[src/rtl/therm_dac_drv_if.sv]
// Handshake bundle for therm_dac_drv: code input side, thermometer output side and DWA pointer.
interface therm_dac_drv_if;
  logic [3:0]  b;
  logic        in_valid;
  logic        in_ready;
  logic [14:0] Y;
  logic        out_valid;
  logic        out_ready;
  logic [3:0]  ptr;

  modport master (
    output b, in_valid, out_ready,
    input  in_ready, Y, out_valid, ptr
  );

  modport slave (
    input  b, in_valid, out_ready,
    output in_ready, Y, out_valid, ptr
  );
endinterface

[src/rtl/therm_dac_drv.sv]
// Binary-to-thermometer decoder for the 15-element unary feedback DAC, one registered output stage.
// Define THERM_DAC_DWA_EN to add the data-weighted-averaging rotator and its start pointer.
module therm_dac_drv (
  input  logic           clk,
  input  logic           rst,
  therm_dac_drv_if.slave bus
);
  logic [14:0] y_q;
  logic [14:0] y_next;
  logic        valid_q;
  logic        in_ready;
  logic        accept;

  assign in_ready      = !valid_q || bus.out_ready;
  assign accept        = bus.in_valid && in_ready;
  assign bus.in_ready  = in_ready;
  assign bus.Y         = y_q;
  assign bus.out_valid = valid_q;

`ifdef THERM_DAC_DWA_EN
  logic [3:0] ptr_q;
  logic [3:0] ptr_next;
  logic [4:0] ptr_sum;
  logic [4:0] dist;

  assign ptr_sum  = {1'b0, ptr_q} + {1'b0, bus.b};
  assign ptr_next = (ptr_sum >= 5'd15) ? 4'(ptr_sum - 5'd15) : ptr_sum[3:0];
  assign bus.ptr  = ptr_q;

  // Element i is lit when its descending distance from start index 14-ptr (mod 15) is below k.
  always_comb begin
    y_next = '0;
    dist   = '0;
    for (int unsigned i = 0; i < 15; i++) begin
      dist = 5'd29 - {1'b0, ptr_q} - 5'(i);
      if (dist >= 5'd15) dist = dist - 5'd15;
      y_next[i] = (dist < {1'b0, bus.b});
    end
  end

  always_ff @(posedge clk or negedge rst) begin
    if (!rst) begin
      ptr_q <= '0;
    end else if (accept) begin
      ptr_q <= ptr_next;
    end
  end
`else
  assign bus.ptr = '0;

  always_comb begin
    y_next = '0;
    for (int unsigned i = 0; i < 15; i++) begin
      y_next[i] = (5'(i) >= (5'd15 - {1'b0, bus.b}));
    end
  end
`endif

  always_ff @(posedge clk or negedge rst) begin
    if (!rst) begin
      y_q     <= '0;
      valid_q <= 1'b0;
    end else if (accept) begin
      y_q     <= y_next;
      valid_q <= 1'b1;
    end else if (valid_q && bus.out_ready) begin
      valid_q <= 1'b0;
    end
  end
endmodule

[src/flat_wrapper.sv]
// flat-port wrapper written by rule: the top's interface ports become plain ports
module therm_dac_drv_flat 
  (clk, rst, bus_b, bus_in_valid, bus_out_ready, bus_in_ready, bus_Y, bus_out_valid, bus_ptr);
  therm_dac_drv_if bus_i ();
  input  logic clk;
  input  logic rst;
  input wire logic [$bits(bus_i.b)-1:0] bus_b;
  input wire logic [$bits(bus_i.in_valid)-1:0] bus_in_valid;
  input wire logic [$bits(bus_i.out_ready)-1:0] bus_out_ready;
  output wire logic [$bits(bus_i.in_ready)-1:0] bus_in_ready;
  output wire logic [$bits(bus_i.Y)-1:0] bus_Y;
  output wire logic [$bits(bus_i.out_valid)-1:0] bus_out_valid;
  output wire logic [$bits(bus_i.ptr)-1:0] bus_ptr;
  assign bus_i.b = bus_b;
  assign bus_i.in_valid = bus_in_valid;
  assign bus_i.out_ready = bus_out_ready;
  assign bus_in_ready = bus_i.in_ready;
  assign bus_Y = bus_i.Y;
  assign bus_out_valid = bus_i.out_valid;
  assign bus_ptr = bus_i.ptr;
  therm_dac_drv u_core (.clk(clk), .rst(rst), .bus(bus_i));
endmodule
[config.mk]
export PLATFORM = sky130hd
export DESIGN_NAME = therm_dac_drv_flat
export DESIGN_NICKNAME = d
export VERILOG_FILES = /design/src/rtl/therm_dac_drv_if.sv /design/src/rtl/therm_dac_drv.sv /design/src/flat_wrapper.sv
export SDC_FILE = /design/constraint.sdc
export NUM_CORES = 1
export LEC_CHECK = 0
export ABC_AREA = 1
export CORE_UTILIZATION = 42
export DETAILED_ROUTE_END_ITERATION = 12
export HOLD_SLACK_MARGIN = 0.06
export MAX_ROUTING_LAYER = met4
export PLACE_DENSITY = 0.85
export SYNTH_ARGS = -nofsm -noshare
export SYNTH_HDL_FRONTEND = slang
export SYNTH_SLANG_ARGS = --single-unit
[constraint.sdc]
create_clock -name clk -period 1.1 [get_ports clk]
set_input_delay 0.33 -clock clk [delete_from_list [all_inputs] [get_ports clk]]
set_output_delay 0.33 -clock clk [all_outputs]
set_load 0.05 [all_outputs]
Word level (Yosys, flattened, before mapping)
Cells that the tools add are included.

Logic and storage cells: 25. Input port bits: 8. Bits in registers: 16. Output and inout port bits: 21.

Muxes and demuxes: 2. $add $sub $neg: 1. Reductions and logical operators: 5. $lt $le $gt $ge: 15.

Operators by type and width (number): 4-bit by 5-bit greater-or-equal comparator with 1-bit output, first input constant (7); 3-bit by 5-bit greater-or-equal comparator with 1-bit output, first input constant (4); 1-bit by 5-bit greater-or-equal comparator with 1-bit output, first input constant (2); 2-bit by 5-bit greater-or-equal comparator with 1-bit output, first input constant (2); 4-bit by 4-bit subtractor with 5-bit output, first input constant (1); 1-bit logical AND (2); 1-bit 2-to-1 mux (2); 2-bit nonzero test (1); 1-bit logical NOT (1); 1-bit logical OR (1).

Depth between registers and ports, before layout
Gate-level depths: netlist (run 1).

Depth in word-level cells: 4. Gate-level depth with buffers: 7. Depth with buffers taken out: 6.

Worst setup path before layout (run 1)
Ideal clock, no wire load.

Kind: register to register. Start: register u_core.valid_q (netlist: u_core.bus.out_valid). End: register u_core.y_q[2] (netlist: u_core.bus.Y[2]). Period minus slack after synthesis: 1516 ps. Slack: -416 ps. Path buffers: 1. Arrival: 1398 ps. Setup time: 118 ps. Stages on the path, launching flop included: 7. Data required time: 982 ps. Cell sequence: dfrtp_1 -> nand2_2 -> nand2_2 -> buf_6 -> nor2_4 -> nand2_1 -> nand2_1.

Longest elaborated chain between the ends: 3.

RTL lines: start: declaration (RTL line therm_dac_drv.sv:10) `logic valid_q;`; start signal: assignment (RTL line therm_dac_drv.sv:62) `valid_q <= 1'b0;`; start signal: assignment (RTL line therm_dac_drv.sv:65) `valid_q <= 1'b1;`; start signal: assignment (RTL line therm_dac_drv.sv:67) `valid_q <= 1'b0;`; 1-bit logical NOT (RTL line therm_dac_drv.sv:14) `assign in_ready = !valid_q || bus.out_ready;`; 1-bit logical OR (RTL line therm_dac_drv.sv:14); via bus_in_ready (RTL line flat_wrapper.sv:10) `output wire logic [$bits(bus_i.in_ready)-1:0] bus_in_ready;`; 1-bit logical AND (RTL line therm_dac_drv.sv:15) `assign accept = bus.in_valid && in_ready;`; end signal: assignment (RTL line therm_dac_drv.sv:64) `y_q <= y_next;`; end: declaration (RTL line therm_dac_drv.sv:8) `logic [14:0] y_q;`.

The timed path passes the listed nets, and every way through them passes these cells. A chain may end at the register's enable or synchronous reset.

Final worst setup path (run 1)
Start: register u_core.valid_q (netlist: u_core.bus.out_valid). End: output port bus_in_ready.

Longest elaborated chain between the ends: 2.

RTL lines (RTL line): 1-bit logical NOT (therm_dac_drv.sv:14); 1-bit logical OR (therm_dac_drv.sv:14); end: declaration (flat_wrapper.sv:10).

Every way passes these cells.

==> results of run 1 <==
cell usage in the layout (no fill, tap or decap):
| master | count |
|---|---|
| a21oi_1 | 1 |
| a21oi_4 | 2 |
| buf_12 | 17 |
| buf_4 | 17 |
| buf_6 | 1 |
| clkbuf_1 | 1 |
| clkbuf_4 | 3 |
| clkdlybuf4s50_1 | 3 |
| conb_1 | 4 |
| dfrtp_1 | 15 |
| dfrtp_4 | 1 |
| dlygate4sd2_1 | 4 |
| inv_1 | 5 |
| inv_2 | 1 |
| nand2_1 | 38 |
| nand2_2 | 2 |
| nand2_4 | 1 |
| nand2_8 | 2 |
| nand3_1 | 2 |
| nand3_2 | 3 |
| nor2_1 | 3 |
| nor2_2 | 1 |
| nor2_4 | 1 |
| o21ai_0 | 1 |
| o21ai_1 | 5 |
| o21ai_2 | 1 |
through the flow:
stage	util, %	hold slack, ns	cells	total power, mW
floorplan	-	0.03441	94	1.134
global placement	76.30	0.5203	141	1.522
detailed placement	76.30	0.5283	141	1.539
CTS	83.20	0.3726	153	1.907
global route	87.44	0.3468	159	2.044
finish	87.44	0.3537	159	1.957
power by group through the flow:
| stage | logic (mW) | clock network, mW | registers, mW |
|---|---|---|---|
| after floorplan | 0.177 | 0 | 0.956 |
| after global routing | 0.931 | 0.364 | 0.749 |
| final | 0.897 | 0.317 | 0.743 |
| after detailed placement | 0.787 | 0 | 0.753 |
| after global placement | 0.773 | 0 | 0.749 |
| after CTS | 0.838 | 0.330 | 0.739 |
worst reg2reg max path, cell delays in order (launching register included):
cell and delay (ns):
dfrtp_4 0.54, buf_4 0.16, buf_6 0.12, a21oi_4 0.23, o21ai_1 0.12, nand2_1 0.09
layout make-up:
type	count	area, um2
repair buffers	42	544.3
well taps	24	30.03
flip-flops and latches	16	404.1
inverters	6	22.52
fillers	63	200.2
multi-input cells	67	366.6
clock buffers	4	26.28
repair_timing:
item	4_1_cts	5_1_grt
endpoints found under the setup margin	32	32
gates resized for setup	11	6
buffers inserted	6	7
pin swaps	4	5
gates cloned	2	0
metal layers:
| layer | GRT usage (%) | wire [um] |
|---|---|---|
| met4 | 13.94 | 66 |
| met1 | 28.53 | 915 |
| met2 | 37.06 | 1320 |
| met3 | 5.714 | 156 |
| met5 | - | 0 |
state kept, by name (all words and copies together) (netlist names):
register	cells
u_core.bus.Y	15
u_core.bus.out_valid	1
final timing paths:
check	start	end	slack, ns	cells after the start
hold reg to reg	u_core.bus.Y[10]	u_core.bus.Y[10]	0.56	2
hold / removal	rst	u_core.bus.Y[3]	0.35	2
setup / recovery	u_core.bus.out_valid	bus_in_ready	-0.26	2
setup reg to reg	u_core.bus.out_valid	u_core.bus.Y[14]	-0.22	5
max in group asynchronous	rst	u_core.bus.Y[10]	0.61	2
min in group clk	u_core.bus.Y[10]	u_core.bus.Y[10]	0.56	2
cells by family (layout without fill, tap and decap cells):
family	after synthesis	after routing
flops	16	16
buf+inv	13	52
other cells	1	4
simple gates	52	53
compound gates	9	10
==> metrics.md, run 1 <==
| Metric | Value |
|---|---|
| Status | finished, violations left |
| Failing checks | negative setup slack |
| Clock-pin slew on the worst setup and hold paths | 0.09 ns |
| Bufs on Longest Clock Path | 2 |
| PD cells | 1404 nW/um2 |
| Int Power | 1.207 mW |
| Overall routing resource usage | 24.03% |
| Fin worst setup slack | -0.2648 ns |
| Vias in the first global route | 705 |
| P&R area growth vs syn | 84.13% |
| Syn Area/Cell | 8.318 um2 |
| Total number of yosys warnings | 0 |
| Initial antenna violation count | 0 |
| Worst-Skew Late Latency | 0.28 ns |
| Xor and xnor area share after synthesis | 0% |
| Slowest CP cell | dfrtp_4 |
| Count of flip-flops with a built-in enable after synthesis | 0 |
| Final TNS setup | -3.480 ns |
| Die Ht | between 40 and 50 um |
| Part of the power in registers | 38.0% |
| Place WS | -0.3887 ns |
| Die area | 1976 um2 |
| Fin crit share | 124.1% |
| Slowest Stage Delay on Critical Path | 0.54 ns |
| Synth unique cells | 14 |
| Sw frac | 38.30% |
| First-pass GRT wire length | between 3000 and 4000 um |
| VDD IR max | 1216 uV |
| Initial Util | a little under half |
| CTS tree | yes |
| Synth Area in Simple Gates | between 20% and 30% |
| Routed WL | 2459 um |
| Hold_buf cts | 0 |
| Synth Area in Adders | 0% |
| Final net count | 144 |
| Critical path type | flip-flop to output port |
| Core area | 1594 um2 |
| Data arrival, critical path | 1.03 ns |
| Share of cells above drive strength 1 | 39.26% |
| P_sw | 0.7493 mW |
| Most common cell in the netlist | nand2_1 |
| Placed cell area | 1216 um2 |
| Die width | 44.46 um |
| Final count of negative-setup-slack endpoints | 31 |
| Fmax | 732.7 MHz |
| Via Count | between 800 and 900 |
| Antenna Cells | 0 |
| Syn Std Cell Area | 757.0 um2 |
| Hold Path Class | primary input to asynchronous set/reset pin |
| Clock sink count | 16 |
| Routed len/inst | ~15 um |
| Slew Viols, Final | 0 |
| Seq/Total Area, Yosys | a little over half |
| Post-detail-place hpwl | about 1300 um |
| Starting DRT DRC Count | 38 |
| FFs w/ async S/R, synth | 100.0% |
| Crit end category | output port |
| Design Area, Final | 1394 um2 |
| Largest net degree at the start of global routing | 11 |
| Worst EP required | 0.77 ns |
| Post-synth top cells | 40 x nand2_1, 16 x dfrtp_1, 6 x inv_1 |
| Pleak | 0.6972 nW |
| Standard-cell row count | 14 |
| I/O Buffers | 24 |
| ANT nets after route | 0 |
| Root Driver | clkbuf_4 |
| DRC | 0 |
| Max H-tree Level | 1 |
| Largest family of logic cells by synthesized area | simple AND/OR/NAND/NOR gates |
| Mux share of post-synthesis cell area | 0% |
| Seq cells post-synth | 16 |
| Top cells by area, synth | dfrtp_1 53%, nand2_1 20%, buf_4 5.0%, nand3_1 3.3%, o21ai_0 3.3% |
| Clock skew | approximately 0.0033 ns |
| Startpoint class of the critical path | flip-flop |
| Top-Level Pins | 29 |
| Delay-heaviest family, CP | flip-flops |
| RSZ-0062 raised after global routing | yes |
| DRT Pass-1 Iters | 4 |
| Logic pwr share | between 40% and 50% |
| Grt ovf | 0 |
| Via density | roughly 5 |
| Leading register cell type out of synthesis | dfrtp_1 |
| Buf/Inv on CP | 1 |
| Crit path max fanout | 3 |
| Gpl congestion | 0.8367 |
| CP Cell Sequence | nand2_8 -> buf_12 |
| Post-layout minimum cycle time | 1.365 ns |
| TritonCTS Buffers | 3 |
| Max Cap Viol | 0 |
| Top cell type's share of synthesized area | 52.89% |
| Compound-Gate Fraction of Synth Area | 7.438% |
| Post-Syn Instances | 91 |
| Clock network power share | 16.2% |
| Hold Fails Final Rpt | 0 |
| Synth area leader | dfrtp_1 |
Power figures use the tool's default switching activity.
==> run 2, diff against run 1 <==
- CORE_MARGIN: not set -> 8
==> run 2 against run 1 <==
The run still ends with negative setup slack left. Sequential power hardly changed. First-iteration DRC count is 18% lower. Highest routed layer unchanged. Wire length is 8.9% higher. Cell area is 1.1% higher. Global-route usage is 9.9 points lower. Clock power is 27% higher.
==> metrics.md, run 2 (synthesis gave the netlist of run 1 again) <==
| Metric | Value |
|---|---|
| Fmax | 728.3 MHz |
| Data arrival, critical path | 1.04 ns |
| Final count of negative-setup-slack endpoints | 30 |
| Startpoint class of the critical path | flip-flop |
| Root Driver | clkbuf_4 |
| Reg2reg start | u_core.bus.out_valid |
| Hold Path Class | primary input to asynchronous set/reset pin |
| Design Area, Final | 1409 um2 |
| RSZ-0062 raised after global routing | yes |
| Die area | between 3000 and 4000 um2 |
| Status | finished, violations left |
| Post-layout minimum cycle time | 1.373 ns |
| Worst EP required | 0.77 ns |
| Commonest non-fill, non-tap cell in the layout | nand2_1 |
| Routed WL | 2679 um |
| DRT Pass-1 Iters | 4 |
| Crit path max fanout | 4 |
| Final net count | 144 |
| Pleak | 0.7084 nW |
| P&R area growth vs syn | 86.12% |
| Via Count | 782 |
| Worst-Skew Late Latency | around 0.30 ns |
| Critical path type | flip-flop to output port |
| Reg2reg end | u_core.bus.Y[13] |
| Placed cell area | 1222 um2 |
| Max H-tree Level | 1 |
| Largest register FFs | 15 |
| Die Ht | between 50 and 60 um |
| Fin crit share | 124.8% |
| Initial Util | 44.32% |
| Via density | 4.888 |
| ANT nets after route | 0 |
| Core area | 1708 um2 |
| DRC | 0 |
| Hold_buf cts | 0 |
| Bufs on Longest Clock Path | 2 |
| Clock skew | 0.002268 ns |
| Standard-cell row count | 15 |
| Final TNS setup | -3.418 ns |
| Routed len/inst | 16.74 um |
| Failing checks | negative setup slack |
| Antenna Cells | 0 |
| Vias in the first global route | 737 |
| CTS tree | yes |
| Crit end category | output port |
| I/O Buffers | 24 |
| Commonest non-fill, non-tap cells in the layout | 39 x nand2_1, 18 x buf_12, 16 x buf_4, 15 x dfrtp_1 |
| PD cells | 1453 nW/um2 |
| TritonCTS Buffers | 3 |
| First-pass GRT wire length | between 3000 and 4000 um |
| Share of cells above drive strength 1 | 37.78% |
| Clock-pin slew on the worst setup and hold paths | 0.10 ns |
| Cells on worst reg2reg path | 5 |
| Final Power | 2.047 mW |
| Starting DRT DRC Count | 31 |
| Max Cap Viol | 0 |
| Gpl congestion | 0.8058 |
| Overall routing resource usage | 14.15% |
| Clock sink count | 16 |
| Flop-to-flop setup slack | -0.24 ns |
| Hold Fails Final Rpt | 0 |
| Fin worst setup slack | -0.2731 ns |
| VDD IR max | 960.4 uV |
| Initial antenna violation count | 0 |
| Post-detail-place hpwl | 1458 um |
| Top-Level Pins | 29 |
| Largest net degree at the start of global routing | 17 |
| Slew Viols, Final | 0 |
| Die width | 58.46 um |
| Grt ovf | 0 |
==> run 2: critical path, cell delays in order, from the launching register on <==
cell and delay (ns):
dfrtp_4 0.54, nand2_8 0.08, buf_12 0.13
==> run 2: how the worst max path moves through the flow <==
stage / startpoint / endpoint / slack [ns] / depth (start not counted)
floorplan: u_core.bus.out_valid / u_core.bus.Y[8] / -0.05 / 5
global placement: bus_out_ready / bus_in_ready / -0.38 / 4
detailed placement: bus_out_ready / u_core.bus.Y[14] / -0.42 / 5
CTS: u_core.bus.out_valid / bus_in_ready / -0.29 / 2
global route: u_core.bus.out_valid / bus_in_ready / -0.31 / 2
finish: u_core.bus.out_valid / bus_in_ready / -0.27 / 2
==> run 2: area by class of cell <==
| class | instances | area [um2] |
|---|---|---|
| timing repair buffer | 42 | 561.8 |
| sequential | 16 | 404.1 |
| multi-input combinational | 67 | 352.8 |
| fill | 89 | 299.0 |
| clock buffer | 4 | 36.28 |
| tap | 25 | 31.28 |
| inverter | 6 | 22.52 |
==> run 2: report_power, final <==
part / internal, mW / switching, mW / leakage [nW]
Clock: 0.202 / 0.200 / 0.0210
Combinational: 0.414 / 0.488 / 0.492
Sequential: 0.658 / 0.0852 / 0.196
Total: 1.27 / 0.772 / 0.708
==> run 2: stage by stage <==
step | setup WS [ns] | utilization [%] | hold slack (ns) | std cells
final | -0.2731 | 82.49 | 0.3691 | 160
after global routing | -0.3064 | 82.49 | 0.3782 | 160
after CTS | -0.2873 | 79.12 | 0.3786 | 154
after detailed placement | -0.4178 | 71.58 | 0.5224 | 141
after global placement | -0.3839 | 71.58 | 0.5184 | 141
after floorplan | -0.05392 | - | 0.03441 | 94
==> run 2: per-layer routing <==
layer / part of all wire [%] / GRT usage (%) / vias up
met5: 0 / - / -
met4: 4.3 / 9.441 / 0
met3: 7.1 / 5.435 / 11
met2: 53 / 23.15 / 42
met1: 36 / 13.70 / 366
li1: - / - / 363
==> run 2: repair_timing <==
item                       4_1_cts  5_1_grt
pin swaps                        7        6
cloned                           2        0
gates resized for setup          9        4
buffers inserted                 7        7
setup endpoints to repair       32       32
==> run 3, diff against run 2 <==
==> constraint.sdc (replaced) <==
create_clock -name clk -period 1.1 [get_ports clk]
set_input_delay 0.165 -clock clk [delete_from_list [all_inputs] [get_ports clk]]
set_output_delay 0.165 -clock clk [all_outputs]
set_load 0.05 [all_outputs]
==> run 3 against run 2 <==
Combinational power fell by 7.1%. Die area did not move. Non-clock buffer count fell by 10. Register-to-register slack improved by 0.17 ns. Maximum frequency rose by 9.3%. The run still ends with negative setup slack left.
==> metrics.md, run 3 (synthesis gave the netlist of run 1 again) <==
| Metric | Value |
|---|---|
| Status | finished, violations left |
| Failing checks | negative setup slack |
| Startpoint class of the critical path | flip-flop |
| ANT nets after route | 0 |
| RSZ-0062 raised after global routing | yes |
| Clock sink count | 16 |
| Flop-to-flop setup slack | -0.07 ns |
| Hold Fails Final Rpt | 0 |
| P&R area growth vs syn | 75.37% |
| Inst Count DP | roughly 140 |
| Share of cells above drive strength 1 | 32.80% |
| VDD IR max | ~1000 uV |
| Design Area, Final | 1328 um2 |
| Grt ovf | 0 |
| Slowest CP cell | dfrtp_4 |
| Die Ht | slightly below 60 um |
| I/O Buffers | 24 |
| Hold WS | 0.2025 ns |
| Reg2reg end | u_core.bus.Y[6] |
| Clock-pin slew on the worst setup and hold paths | 0.09 ns |
| Via density | between 4 and 5 |
| Placed cell area | 1210 um2 |
| Largest net degree at the start of global routing | 21 |
| Overall routing resource usage | about an eighth |
| Slew Viols, Final | 0 |
| Routed len/inst | 14.51 um |
| Vias in the first global route | 722 |
| Worst EP required | 0.94 ns |
| Fin worst setup slack | -0.1563 ns |
| Top-Level Pins | 29 |
| Post-detail-place hpwl | 1495 um |
| Root Driver | clkbuf_4 |
| Die area | approximately 3400 um2 |
| First-pass GRT wire length | ~3200 um |
| Final net count | 134 |
| CTS tree | yes |
| Core area | 1708 um2 |
| Pleak | approximately 0.64 nW |
| Data arrival, critical path | 1.09 ns |
| Gpl congestion | 0.8145 |
| Worst-Skew Late Latency | roughly 0.29 ns |
| Hold Path Class | primary input to asynchronous set/reset pin |
| Multi-input gate area | 355.3 um2 |
| Final count of negative-setup-slack endpoints | 10 |
| Via Count | 715 |
| Hold_buf cts | 0 |
| Commonest non-fill, non-tap cell in the layout | nand2_1 |
| TritonCTS Buffers | 3 |
| DRC | 0 |
| Crit path max fanout | 3 |
| Standard-cell row count | 15 |
| CP Cell Sequence | nand2_8 -> buf_6 -> buf_12 |
| Antenna Cells | 0 |
| Max Cap Viol | 0 |
| Fmax | 796.0 MHz |
| Starting DRT DRC Count | 29 |
| Largest register FFs | 15 |
| Final TNS setup | -0.6365 ns |
| Fin crit share | 114.2% |
| Max H-tree Level | 1 |
| Routed WL | around 2200 um |
| Die width | 58.46 um |
| Commonest non-fill, non-tap cells in the layout | 39 x nand2_1, 17 x buf_12, 15 x dfrtp_1, 7 x clkdlybuf4s50_1, 6 x buf_4 |
| Layout fillers | 107 |
| Initial Util | between 40 and 50% |
| Bufs on Longest Clock Path | 2 |
| DRT Pass-1 Iters | 4 |
| Cells on worst reg2reg path | 4 |
| Critical path type | flip-flop to output port |
| Crit end category | output port |
| Reg2reg start | u_core.bus.out_valid |
| PD cells | 1478 nW/um2 |
| Post-layout minimum cycle time | 1.256 ns |
| Register area | 404.1 um2 |
| Slowest Stage Delay on Critical Path | 0.52 ns |
| Initial antenna violation count | 0 |
| Clock skew | 0.001187 ns |
| Fin cells | 150 |
[run 3: cell types whose count changed in the layout (fill, tap and decap cells not counted), sizes merged]
| cell | previous run | this run |
|---|---|---|
| buf | 35 | 25 |
| clkdlybuf4s50 | 4 | 7 |
| dlygate4sd2 | 2 | 0 |
| dlymetal6s2s | 1 | 0 |
[run 3: worst max path at each step]
stage                          from               end  depth (start not counted)
2_1_floorplan  u_core.bus.out_valid   u_core.bus.Y[8]                          5
3_3_place_gp               bus_b[3]  u_core.bus.Y[13]                          5
3_5_place_dp               bus_b[3]  u_core.bus.Y[13]                          5
4_1_cts        u_core.bus.out_valid      bus_in_ready                          3
5_1_grt        u_core.bus.out_valid      bus_in_ready                          3
6_report       u_core.bus.out_valid      bus_in_ready                          3
[run 3: where the power goes]
part	total [mW]	switching, mW	internal (mW)
clock	0.385	0.184	0.202
sequential	0.740	0.0812	0.658
combinational	0.837	0.464	0.373
[run 3: cell type report]
cell class,instances,share of cell area (%)
sequential,16,30.44
inverter,6,1.697
multi-input combinational,67,26.77
clock buffer,4,2.733
tap,25,2.356
timing repair buffer,32,36.00
[run 3: metrics by stage]
stage / util, % / worst slack (ns) / power [mW]
after floorplan: - / -0.05392 / 1.134
after global routing: 77.73 / -0.1879 / 2.046
after detailed placement: 70.84 / -0.2780 / 1.544
after CTS: 75.97 / -0.1738 / 1.960
final: 77.73 / -0.1563 / 1.962
after global placement: 70.84 / -0.2124 / 1.528
[run 3: timing repair]
item,in CTS,in global routing
buffers inserted,3,0
setup endpoints to repair,3,17
gates cloned,1,1
pin swaps,3,4
gates resized for setup,5,6
[run 3: worst max-delay path: cells and delay by family, from the launching register on]
kind	cells	cell delay [ns]
buffers and inverters	2	0.21
DFF	1	0.52
and+or+nand+nor	1	0.07
[run 3: layer usage]
layer | global-route usage [%] | share of wire [%]
met4 | 6.294 | 1.9
met5 | - | 0
met2 | 22.05 | 52
met3 | 3.913 | 6.0
met1 | 12.44 | 40
